<file path="src/rtl/dc_bsp_pkg.sv">
// Shared board-support types: write-ack reporting mode and the ack expander state encoding.
package dc_bsp_pkg;

    typedef enum logic {
        WR_ACK_PER_WORD  = 1'b0,
        WR_ACK_PER_BURST = 1'b1
    } wr_ack_mode_e;

    typedef enum logic {
        IDLE   = 1'b0,
        EXPAND = 1'b1
    } exp_state_e;

endpackage

</file>
<file path="src/rtl/local_mem_cfg_pkg.sv">
// Local memory interface configuration shared by the kernel-side AVMM adapters.
package local_mem_cfg_pkg;

    localparam int LOCAL_MEM_BURST_CNT_WIDTH = 7;

endpackage

</file>
<file path="src/rtl/avmm_wr_ack_chan.sv">
// One write channel: tracks accepted bursts and turns per-burst EMIF acks into
// per-word (or per-burst) kernel acks.
module avmm_wr_ack_chan
    import dc_bsp_pkg::*;
#(
    parameter int           BC_W       = 7,
    parameter int           FIFO_DEPTH = 64,
    parameter wr_ack_mode_e ACK_MODE   = WR_ACK_PER_WORD
) (
    input  logic            clk,
    input  logic            reset,
    input  logic            wr_i,
    input  logic            waitreq_i,
    input  logic [BC_W-1:0] burstcnt_i,
    input  logic            emif_ack_i,
    output logic            ack_o,
    output logic [BC_W-1:0] ack_burstcnt_o,
    output logic            trk_full_o,
    output logic [2:0]      err_o
);

    localparam int PTR_W = $clog2(FIFO_DEPTH);
    localparam int CNT_W = $clog2(FIFO_DEPTH + 1);

    logic [BC_W-1:0]  mem_q [FIFO_DEPTH];
    logic [PTR_W-1:0] wr_ptr_q, rd_ptr_q;
    logic [CNT_W-1:0] count_q, count_d, pending_q, pending_d;
    logic [BC_W-1:0]  beat_cnt_q, beat_cnt_d, remaining_q, remaining_d;
    logic [BC_W-1:0]  ack_bc_q, ack_bc_d;
    logic             ack_q, ack_d;
    logic [2:0]       err_q, err_d;
    exp_state_e       state_q, state_d;

    logic             accept, first_beat, push, push_ok, ack_in_ok, pop;
    logic [BC_W-1:0]  pop_bc;

    assign accept     = wr_i && !waitreq_i;
    assign first_beat = accept && (beat_cnt_q == '0);
    assign push       = first_beat && (burstcnt_i != '0);
    assign trk_full_o = (count_q == CNT_W'(FIFO_DEPTH));
    assign push_ok    = push && !trk_full_o;
    // An ack is legal only while some tracked burst is still waiting for one.
    assign ack_in_ok  = emif_ack_i && (pending_q != count_q);
    assign pop_bc     = mem_q[rd_ptr_q];

    // NOTE: every always_comb output gets a default first so no path infers a latch.
    always_comb begin
        state_d     = state_q;
        remaining_d = remaining_q;
        ack_d       = 1'b0;
        ack_bc_d    = '0;
        pop         = 1'b0;
        if (ACK_MODE == WR_ACK_PER_BURST) begin
            pop      = (pending_q != '0);
            ack_d    = pop;
            ack_bc_d = pop ? pop_bc : '0;
        end else begin
            unique case (state_q)
                IDLE: begin
                    if (pending_q != '0) begin
                        pop         = 1'b1;
                        state_d     = EXPAND;
                        remaining_d = pop_bc;
                    end
                end
                EXPAND: begin
                    remaining_d = remaining_q - BC_W'(1);
                    if (remaining_q == BC_W'(1)) begin
                        if (pending_q != '0) begin
                            pop         = 1'b1;
                            remaining_d = pop_bc;
                        end else begin
                            state_d = IDLE;
                        end
                    end
                end
                default: state_d = IDLE;
            endcase
        end
    end

    always_comb begin
        beat_cnt_d = beat_cnt_q;
        if (first_beat) begin
            beat_cnt_d = (burstcnt_i == '0) ? '0 : burstcnt_i - BC_W'(1);
        end else if (accept) begin
            beat_cnt_d = beat_cnt_q - BC_W'(1);
        end
        count_d   = count_q + CNT_W'(push_ok) - CNT_W'(pop);
        pending_d = pending_q + CNT_W'(ack_in_ok) - CNT_W'(pop);
        err_d     = err_q | {first_beat && (burstcnt_i == '0),
                             emif_ack_i && !ack_in_ok,
                             push && trk_full_o};
    end

    // NOTE: state registers use non-blocking assignments so all flops update from pre-edge values.
    always_ff @(posedge clk) begin
        if (reset) begin
            wr_ptr_q    <= '0;
            rd_ptr_q    <= '0;
            count_q     <= '0;
            pending_q   <= '0;
            beat_cnt_q  <= '0;
            remaining_q <= '0;
            ack_q       <= 1'b0;
            ack_bc_q    <= '0;
            err_q       <= '0;
            state_q     <= IDLE;
        end else begin
            wr_ptr_q    <= wr_ptr_q + PTR_W'(push_ok);
            rd_ptr_q    <= rd_ptr_q + PTR_W'(pop);
            count_q     <= count_d;
            pending_q   <= pending_d;
            beat_cnt_q  <= beat_cnt_d;
            remaining_q <= remaining_d;
            ack_q       <= ack_d;
            ack_bc_q    <= ack_bc_d;
            err_q       <= err_d;
            state_q     <= state_d;
        end
    end

    // NOTE: the storage array is not reset; pointers and count alone define which entries are valid.
    always_ff @(posedge clk) begin
        if (push_ok) begin
            mem_q[wr_ptr_q] <= burstcnt_i;
        end
    end

    assign ack_o          = (ACK_MODE == WR_ACK_PER_BURST) ? ack_q : (state_q == EXPAND);
    assign ack_burstcnt_o = ack_bc_q;
    assign err_o          = err_q;

endmodule

</file>
<file path="src/rtl/avmm_wr_ack_expander_mc.sv">
// Multi-channel AVMM write-ack expander: one independent tracking channel per kernel write port.
module avmm_wr_ack_expander_mc
    import dc_bsp_pkg::*;
    import local_mem_cfg_pkg::*;
#(
    parameter int           NUM_CH              = 2,
    parameter int           AVMM_BURSTCNT_WIDTH = LOCAL_MEM_BURST_CNT_WIDTH,
    parameter int           FIFO_DEPTH          = 64,
    parameter wr_ack_mode_e ACK_MODE            = WR_ACK_PER_WORD
) (
    input  logic                                  clk,
    input  logic                                  reset,
    input  logic [NUM_CH-1:0]                     kernel_avmm_wr,
    input  logic [NUM_CH-1:0]                     kernel_avmm_waitreq,
    input  logic [NUM_CH*AVMM_BURSTCNT_WIDTH-1:0] kernel_avmm_burstcnt,
    input  logic [NUM_CH-1:0]                     emif_avmm_wr_ack,
    output logic [NUM_CH-1:0]                     kernel_avmm_wr_ack,
    output logic [NUM_CH*AVMM_BURSTCNT_WIDTH-1:0] kernel_avmm_wr_ack_burstcnt,
    output logic [NUM_CH-1:0]                     trk_full,
    output logic [NUM_CH*3-1:0]                   err_sticky
);

    localparam int W = AVMM_BURSTCNT_WIDTH;

    for (genvar c = 0; c < NUM_CH; c++) begin : g_ch
        avmm_wr_ack_chan #(
            .BC_W       (W),
            .FIFO_DEPTH (FIFO_DEPTH),
            .ACK_MODE   (ACK_MODE)
        ) u_chan (
            .clk            (clk),
            .reset          (reset),
            .wr_i           (kernel_avmm_wr[c]),
            .waitreq_i      (kernel_avmm_waitreq[c]),
            .burstcnt_i     (kernel_avmm_burstcnt[c*W +: W]),
            .emif_ack_i     (emif_avmm_wr_ack[c]),
            .ack_o          (kernel_avmm_wr_ack[c]),
            .ack_burstcnt_o (kernel_avmm_wr_ack_burstcnt[c*W +: W]),
            .trk_full_o     (trk_full[c]),
            .err_o          (err_sticky[c*3 +: 3])
        );
    end

endmodule

</file>
<file path="config.mk">
export PLATFORM = sky130hd
export DESIGN_NAME = avmm_wr_ack_expander_mc
export DESIGN_NICKNAME = d
export VERILOG_FILES = /design/src/rtl/dc_bsp_pkg.sv /design/src/rtl/local_mem_cfg_pkg.sv /design/src/rtl/avmm_wr_ack_chan.sv /design/src/rtl/avmm_wr_ack_expander_mc.sv
export SDC_FILE = /design/constraint.sdc
export NUM_CORES = 1
export LEC_CHECK = 0
export CAP_MARGIN = 0
export CORE_MARGIN = 4
export CORE_UTILIZATION = 42
export CTS_CLUSTER_SIZE = 40
export DETAILED_ROUTE_END_ITERATION = 8
export GPL_TIMING_DRIVEN = 0
export SLEW_MARGIN = 20
export SYNTH_ARGS = -nofsm -noshare
export SYNTH_HDL_FRONTEND = slang
export SYNTH_SLANG_ARGS = --single-unit
</file>
<file path="constraint.sdc">
create_clock -name clk -period 8.2 [get_ports clk]
set_clock_uncertainty 0.2 [all_clocks]
set_input_delay 1.64 -clock clk [delete_from_list [all_inputs] [get_ports clk]]
set_output_delay 1.64 -clock clk [all_outputs]
set_load 0.01 [all_outputs]
</file>
* Yosys cells after proc, flatten, opt, wreduce, memory -nomap -nowiden
Memories as Yosys holds them, arrays and structs flattened. A register that Yosys moved wholly into a read port is not among the register bits. Index checks and enable logic that the tools add are counted.
Cells by class: add/sub/neg operators 18, equal/unequal tests 8, muxes and demuxes 30, bitwise operators 4, reduce and logical (&&, ||, !) cells 32
Operators with widths (count):
- $mux 7 | 12
- $sub 7x1->7 const B | 6
- $add 7x1->7 | 4
- $logic_not 7->1 | 4
- $pmux 7 s2 | 2
- $reduce_bool 7->1 | 4
- $sub 7x1->7 | 4
- $add 6x1->6 | 4
- $logic_and 1x1->1 | 16
- $eq 7x1->1 const B | 2
- $eq 7x7->1 const B | 2
- $ne 7x7->1 | 2
- $mux 6 | 2
- $mux 1 | 10
- $pmux 1 s2 | 4
- $logic_not 1->1 | 6
- $or 3x3->3 | 2
- $ne 2x1->1 const B | 2
- $reduce_bool 2->1 | 2
- $not 1->1 | 2
Word-level totals: register bits after elaboration 88, memory bits (writable) 896, output and inout bits 24, logic and storage cells 110, memories kept 2
Memories:
- g_ch[0].u_chan.mem_q | depth 64, width 7, read ports 1, clocked after memory_dff 1, wr ports 1, RTL line avmm_wr_ack_chan.sv:25 | logic [BC_W-1:0] mem_q [FIFO_DEPTH];
- g_ch[1].u_chan.mem_q | depth 64, width 7, read ports 1, clocked after memory_dff 1, wr ports 1, RTL line avmm_wr_ack_chan.sv:25

* Depth between registers and ports, before layout
Gate-level depths: netlist of run 1.
depth after elaboration 7, depth in mapped cells 17, mapped depth without buffers 17

* Modules after synthesis
A second synthesis of run 1 with hierarchy kept.
Unflattened totals: cell total of the unflattened synthesis 2333, area, all modules 40629.0 um2
Modules (own cells, without submodules):
- avmm_wr_ack_chan at g_ch[0].u_chan | instances 1, cells an instance 1160, area an instance 20350.8 um2, sequential area each 14333.7 um2
- avmm_wr_ack_chan at g_ch[1].u_chan | instances 1, cells an instance 1173, area an instance 20278.2 um2, sequential area each 14333.7 um2

* Least setup slack after synthesis of run 1
OpenSTA, ideal clock, no wires.
kind in2reg, start in kernel_avmm_burstcnt[2], end reg g_ch[0].u_chan.count_q[6], setup time 0.070 ns, arrival 4.117 ns, required time 7.930 ns, path slack 3.812 ns, cell stages on the path 11, path buffers 0, path through nor4_1 a311o_1 nor2_1 ha_1 fa_1 a21oi_1 o21bai_1 a21oi_1 nor2_1 or3_1 a21oi_1
Between the ends: longest elaborated chain between the ends 5
RTL lines:
- start, declared | RTL line avmm_wr_ack_expander_mc.sv:15 | input logic [NUM_CH*AVMM_BURSTCNT_WIDTH-1:0] kernel_avmm_burstcnt,
- $reduce_bool 7->1 | RTL line avmm_wr_ack_chan.sv:39 | assign push = first_beat && (burstcnt_i != '0);
- $logic_and 1x1->1 | RTL line avmm_wr_ack_chan.sv:39
- $logic_and 1x1->1 | RTL line avmm_wr_ack_chan.sv:41 | assign push_ok = push && !trk_full_o;
- $add 7x1->7 | RTL line avmm_wr_ack_chan.sv:89 | count_d = count_q + CNT_W'(push_ok) - CNT_W'(pop);
- $sub 7x1->7 | RTL line avmm_wr_ack_chan.sv:89
- end signal, assigned | RTL line avmm_wr_ack_chan.sv:112 | count_q <= count_d;
- end, declared | RTL line avmm_wr_ack_chan.sv:27 | logic [CNT_W-1:0] count_q, count_d, pending_q, pending_d;
No other way between the ends. A chain may end at the register's enable or synchronous reset.

* Worst setup path in the final report of run 1
start in kernel_avmm_burstcnt[8], end mem g_ch[1].u_chan.mem_q[6][3] (enable)
Between the ends: longest elaborated chain between the ends 5
RTL lines:
- $reduce_bool 7->1 | RTL line avmm_wr_ack_chan.sv:39
- $logic_and 1x1->1 | RTL line avmm_wr_ack_chan.sv:39
- $logic_and 1x1->1 | RTL line avmm_wr_ack_chan.sv:41
- $mux 1 | RTL line avmm_wr_ack_chan.sv:125 | if (push_ok) begin
- $mux 1 (implied by the code) | RTL line avmm_wr_ack_chan.sv:126 | mem_q[wr_ptr_q] <= burstcnt_i;
- end, declared | RTL line avmm_wr_ack_chan.sv:25
No other way between the ends.

==> results of run 1 <==
==> critical path: stages <==
cell and delay [ns]:
buf_2 0.48, buf_12 0.27, inv_1 0.09, ha_1 0.18, and4b_1 0.24, nand2b_1 0.25, nor3_1 0.45, nand3_1 0.71
nor2_1 0.92
==> layer usage <==
| layer | vias up | part of all wire | GRT usage |
|---|---|---|---|
| met2 | 929 | 0.49 | 0.339 |
| met5 | - | 0 | 0 |
| li1 | 9407 | - | - |
| met3 | 204 | 0.064 | 0.0317 |
| met1 | 11300 | 0.41 | 0.269 |
| met4 | 0 | 0.032 | 0.0624 |
==> cell families after synthesis <==
kind of cell	count (synthesis)	synth area share
other	1	0.0000932
muxes	270	0.132
adders and majority gates	60	0.0194
buffers and inverters	186	0.0228
DFF	984	0.712
xor gates and xnor gates	67	0.0146
AOI/OAI and AO/OA	254	0.0425
and+or+nand+nor	483	0.0566
==> cell usage in the layout, fill, tap and decap left out, drive strengths merged, types with 5 or more instances in the layout <==
cell type | Yosys | routed
ha | 56 | 56
buf | 86 | 104
conb | 1 | 14
a311oi | 7 | 7
mux4 | 206 | 206
a211oi | 7 | 7
nand4 | 8 | 8
nor2 | 224 | 224
or3 | 11 | 11
and2 | 7 | 7
mux2i | 61 | 61
o21bai | 7 | 7
edfxtp | 896 | 896
nand3 | 35 | 35
a31oi | 7 | 7
a22o | 8 | 8
inv | 52 | 53
nor2b | 43 | 43
clkdlybuf4s50 | 0 | 16
a21oi | 76 | 76
nand2 | 68 | 68
o22ai | 17 | 17
xor2 | 34 | 34
clkbuf | 47 | 176
clkinv | 1 | 40
dfxtp | 88 | 88
a221oi | 8 | 8
a2111oi | 10 | 10
o21ai | 23 | 23
a22oi | 52 | 52
a21o | 6 | 6
nor4 | 10 | 10
nand3b | 7 | 7
nor3 | 30 | 30
xnor2 | 33 | 33
nand2b | 11 | 11
or2 | 5 | 5
==> power groups by stage <==
| stage | combinational [µW] | sequential, µW | clock, µW |
|---|---|---|---|
| 2_1_floorplan | 2310 | 5790 | 0 |
| 3_3_place_gp | 3340 | 5830 | 0 |
| 3_5_place_dp | 3380 | 5820 | 0 |
| 4_1_cts | 3400 | 5710 | 4260 |
| 5_1_grt | 3630 | 5730 | 4480 |
| 6_report | 3370 | 5720 | 4200 |
==> registers in the layout, indices dropped and copies added (netlist names) <==
register,count
g_ch.u_chan.wr_ptr_q,12
g_ch.u_chan.ack_o,2
g_ch.u_chan.remaining_q,14
g_ch.u_chan.count_q,14
g_ch.u_chan.beat_cnt_q,14
g_ch.u_chan.err_o,6
g_ch.u_chan.pending_q,14
g_ch.u_chan.rd_ptr_q,12
g_ch.u_chan.mem_q,896
==> layout make-up <==
cell class	instances	area, µm²
fill	8103	49800
sequential	984	28700
multi-input combinational	1148	10700
clock buffer	128	2630
tap	1265	1580
buffer	133	721
timing repair buffer	35	350
clock inverter	46	325
inverter	53	199
==> per-stage QoR <==
| stage | total power (µW) | cells | utilization | hold slack (ns) |
|---|---|---|---|---|
| finish | 13300 | 3792 | 0.476 | 0.224 |
| global route | 13800 | 3792 | 0.476 | 0.232 |
| CTS | 13400 | 3792 | 0.476 | 0.225 |
| detailed placement | 9200 | 3618 | 0.445 | 0.216 |
| global placement | 9170 | 3613 | 0.444 | 0.212 |
| floorplan | 8100 | 2318 | - | 0.203 |
==> worst paths after layout <==
path / start / end / slack (ns) / depth (start not counted)
max: kernel_avmm_burstcnt[8] / g_ch[1].u_chan.mem_q[6][3]$_DFFE_PP_ / 3.01 / 9
min: g_ch[1].u_chan.beat_cnt_q[0]$_SDFFE_PP0P_ / g_ch[1].u_chan.beat_cnt_q[0]$_SDFFE_PP0P_ / 0.22 / 1
min reg2reg: g_ch[1].u_chan.beat_cnt_q[0]$_SDFFE_PP0P_ / g_ch[1].u_chan.beat_cnt_q[0]$_SDFFE_PP0P_ / 0.22 / 1
max reg2reg: g_ch[1].u_chan.pending_q[4]$_SDFF_PP0_ / g_ch[1].u_chan.count_q[6]$_SDFF_PP0_ / 4.05 / 16
==> impl_metrics.toml, run 1 <==
[finish]
drive_gt1_frac = 0.170
antennaDiodeCount = 0
fin_area_um2 = 45200
nNetsFinal = 2534
area_growth_pct = 12.3

[critical_path]
worstSetupStartpointType = "input port"
crit_path_max_fanout = 35
critPathKind = "in -> reg"
arrival_ns = 5.28
required_ns = 8.28
cp-end-kind = "register"

[floorplan]
coreArea_um2 = 95000
rows = 113
initial_core_util = 0.424
io_pins = 46
die_w_um = 318
die_y_um = 318
die_area_um2 = 101000

[cts]
tritoncts.num_buffers = 97
clkLatencyLatePin_ns = 0.67
cts.sinks = 984
clockRootBuffer = "clkbuf_16"
cts_htree_levels = 3
cts_setup_buffers = 0
clk_pin_slew_ns = 0.06
cts_buffer_depth = 3
cts_tree = "built"
ctsHoldBuffers = 0
cts_resized = 0

[timing]
fin_ws_ns = 3.01
setup_viol = 0
min_period_over_period = 0.633
final_hold_viol_count = 0
rsz0062_at_grt = "no"
fin_crit_ns = 5.19
drv_slew = 0
slew_headroom = 0.234
setup_tns_ns = 0
clock.fmax_mhz = 193
worst_pin_slew_ns = 1.15

[power_and_ir_drop]
power_density_nw_per_um2 = 294
power_frac_clock = 0.316
p_leak_uw = 0.0143
ir_drop_mv = 0.206
power_switching_uw = 3860
swShare = 0.290
p_int_uw = 9440
power_frac_seq = 0.430
comb_power_share = 0.254

[synthesis]
yosysTopAreaCell = "edfxtp_1"
synth_edf_count = 896
syn_avg_cell_area_um2 = 17.5
synthTopCellsByCount = "edfxtp_1 (896), nor2_1 (224), mux4_2 (198), dfxtp_1 (88), a21oi_1 (76)"
synth.most_common_cell = "edfxtp_1"
synth_seq_cells = 984
ys.flop_type = "edfxtp_1"
synth.distinct_cells = 73
yosys_warnings = 0
synth_top_area_frac = 0.668
async_reset_ff_frac = 0
syn_area_um2 = 40300
synthCells = 2305
synth_seq_area_share = 0.712
synth.area.top_cells = "edfxtp_1 (67%), mux4_2 (11%), dfxtp_1 (4.4%)"

[route]
drtIter0Drc = 2402
viasPerCell = 5.77
detail_route.wl_per_cell_um = 27.0
ant_nets = 0
first_pass_iters = 6
vias = 21900
drt-total-wl_um = 103000
drc = 0

[placement]
portBuffers = 30
pre_cts_slack_ns = 2.37
place_area_um2 = 42200
dpl.hpwl_um = 67300
place_congestion = 0.896

[outcome]
status = "finished, final reports clean"

[global_routing]
antenna_found_initial = 1
grt_pass1_vias = 21900
grt_usage = 0.200
grt_remaining_overflow = 0
grt_pass1_wl_um = 150000
grt_max_degree = 69

[flow_run]
maxCapViolCount = 0

[min_path]
hold_class = "reg -> reg"
Power figures use the tool's default switching activity.
==> run 2, diff against run 1 <==
Clock period 8.2 ns to 4.5 ns, I/O delays scaled along.
==> impl_metrics.toml, run 2 (same netlist as run 1, synthesis figures left out) <==
[global_routing]
grt_remaining_overflow = 0
grt_max_degree = 69
grt_pass1_wl_um = 150000
antenna_found_initial = 1
grt_usage = 0.200
grt_pass1_vias = 21900

[critical_path]
path_delay_family = "simple AND/OR/NAND/NOR gates"
critPathBufInv = 3
crit_path_max_fanout = 35
path_cells = "buf_2 -> buf_12 -> inv_1 -> ha_1 -> and4b_1 -> nor3_1 -> and2_1 -> nand3_1 -> nor2_1"
slowest_delay_ns = 0.91
slowest_stage = "nor2_1"
cp-end-kind = "register"
rr_endpoint = "g_ch[1].u_chan.count_q[6]$_SDFF_PP0_"
critPathKind = "in -> reg"
arrival_ns = 4.49
required_ns = 4.58
reg2regPathDepth = 16
worstSetupStartpointType = "input port"
critPathLaunch = "kernel_avmm_burstcnt[8]"
cp_num_cells = 9
r2r_slack_ns = 0.35
r2r-start = "g_ch[1].u_chan.pending_q[4]$_SDFF_PP0_"

[floorplan]
initial_core_util = 0.424
die_w_um = 318
die_area_um2 = 101000
coreArea_um2 = 95000
rows = 113
io_pins = 46
die_y_um = 318

[power_and_ir_drop]
power_uw = 24200
ir_drop_mv = 0.376
power_density_nw_per_um2 = 536
p_leak_uw = 0.0143

[finish]
final_cell_mix = "edfxtp_1 (896), nor2_1 (222), mux4_2 (198)"
largest_reg_flops = 896
layout_commonest_cell = "edfxtp_1"
nFillCells = 8103
area_growth_pct = 12.3
nNetsFinal = 2534
drive_gt1_frac = 0.170
regMostFlops = "g_ch.u_chan.mem_q"
antennaDiodeCount = 0

[timing]
fin_crit_ns = 4.41
slew_headroom = 0.229
rsz0062_at_grt = "no"
setup_tns_ns = 0
clock.fmax_mhz = 227
drv_slew = 0
worst_pin_slew_ns = 1.16
min_period_over_period = 0.980
setup_viol = 0
final_hold_viol_count = 0

[cts]
clockRootBuffer = "clkbuf_16"
cts_tree = "built"
cts.sinks = 984
cts_htree_levels = 3
tritoncts.num_buffers = 97
clkLatencyLatePin_ns = 0.67
clk_pin_slew_ns = 0.06
cts_setup_buffers = 0
cts_buffer_depth = 3

[route]
drc = 0
drt-total-wl_um = 102000
ant_nets = 0
vias = 21800
drtIter0Drc = 2391
first_pass_iters = 5
detail_route.wl_per_cell_um = 27.0
viasPerCell = 5.76

[flow_run]
maxCapViolCount = 0

[placement]
dpl.hpwl_um = 67300
portBuffers = 30
place_congestion = 0.896

[min_path]
hold_class = "reg -> reg"
hp-start = "g_ch[1].u_chan.beat_cnt_q[0]$_SDFFE_PP0P_"
hold_depth = 1
min_to = "g_ch[1].u_chan.beat_cnt_q[0]$_SDFFE_PP0P_"

[outcome]
status = "finished, final reports clean"
[run 2: worst max path at each step]
stage,endpoint,slack [ns]
2_1_floorplan,g_ch[0].u_chan.count_q[6]$_SDFF_PP0_,0.85
3_3_place_gp,g_ch[1].u_chan.mem_q[6][3]$_DFFE_PP_,-2.12
3_5_place_dp,g_ch[1].u_chan.mem_q[6][3]$_DFFE_PP_,-0.59
4_1_cts,g_ch[1].u_chan.mem_q[6][2]$_DFFE_PP_,0.11
5_1_grt,g_ch[1].u_chan.mem_q[7][2]$_DFFE_PP_,0.001
6_report,g_ch[1].u_chan.mem_q[7][3]$_DFFE_PP_,0.09
[run 2: routing by layer]
metal | GRT usage | share of wire | wire, µm
met1 | 0.269 | 0.41 | 42000
met2 | 0.339 | 0.49 | 50600
met3 | 0.0317 | 0.064 | 6580
met4 | 0.0624 | 0.032 | 3300
met5 | 0 | 0 | 0
[run 2: final cells by class]
type                       instances  area, µm²  area share
sequential                       984      28700       0.634
multi-input combinational       1148      10700       0.237
clock buffer                     128       2630      0.0581
tap                             1265       1580      0.0350
buffer                           133        721      0.0159
timing repair buffer              35        350     0.00775
clock inverter                    46        325     0.00720
inverter                          53        199     0.00440
[run 2: timing repair]
action	CTS	global route
endpoints found under the hold margin	0	0
resized for setup	0	1
setup endpoints to repair	0	7
hold buffers	0	0
[run 2: through the flow]
stage	instances	area (µm²)	util	worst slack [ns]	hold slack, ns
global route	3792	45200	0.476	0.00115	0.232
CTS	3792	45200	0.476	0.114	0.225
finish	3792	45200	0.476	0.0909	0.224
floorplan	2318	40300	-	0.852	0.203
detailed placement	3618	42200	0.445	-0.585	0.216
global placement	3613	42200	0.444	-2.12	0.212
[run 2: where the power goes]
part | switching (µW) | total (µW) | internal (µW)
Clock | 3350 | 7660 | 4310
Sequential | 235 | 10400 | 10200
Combinational | 3450 | 6150 | 2700
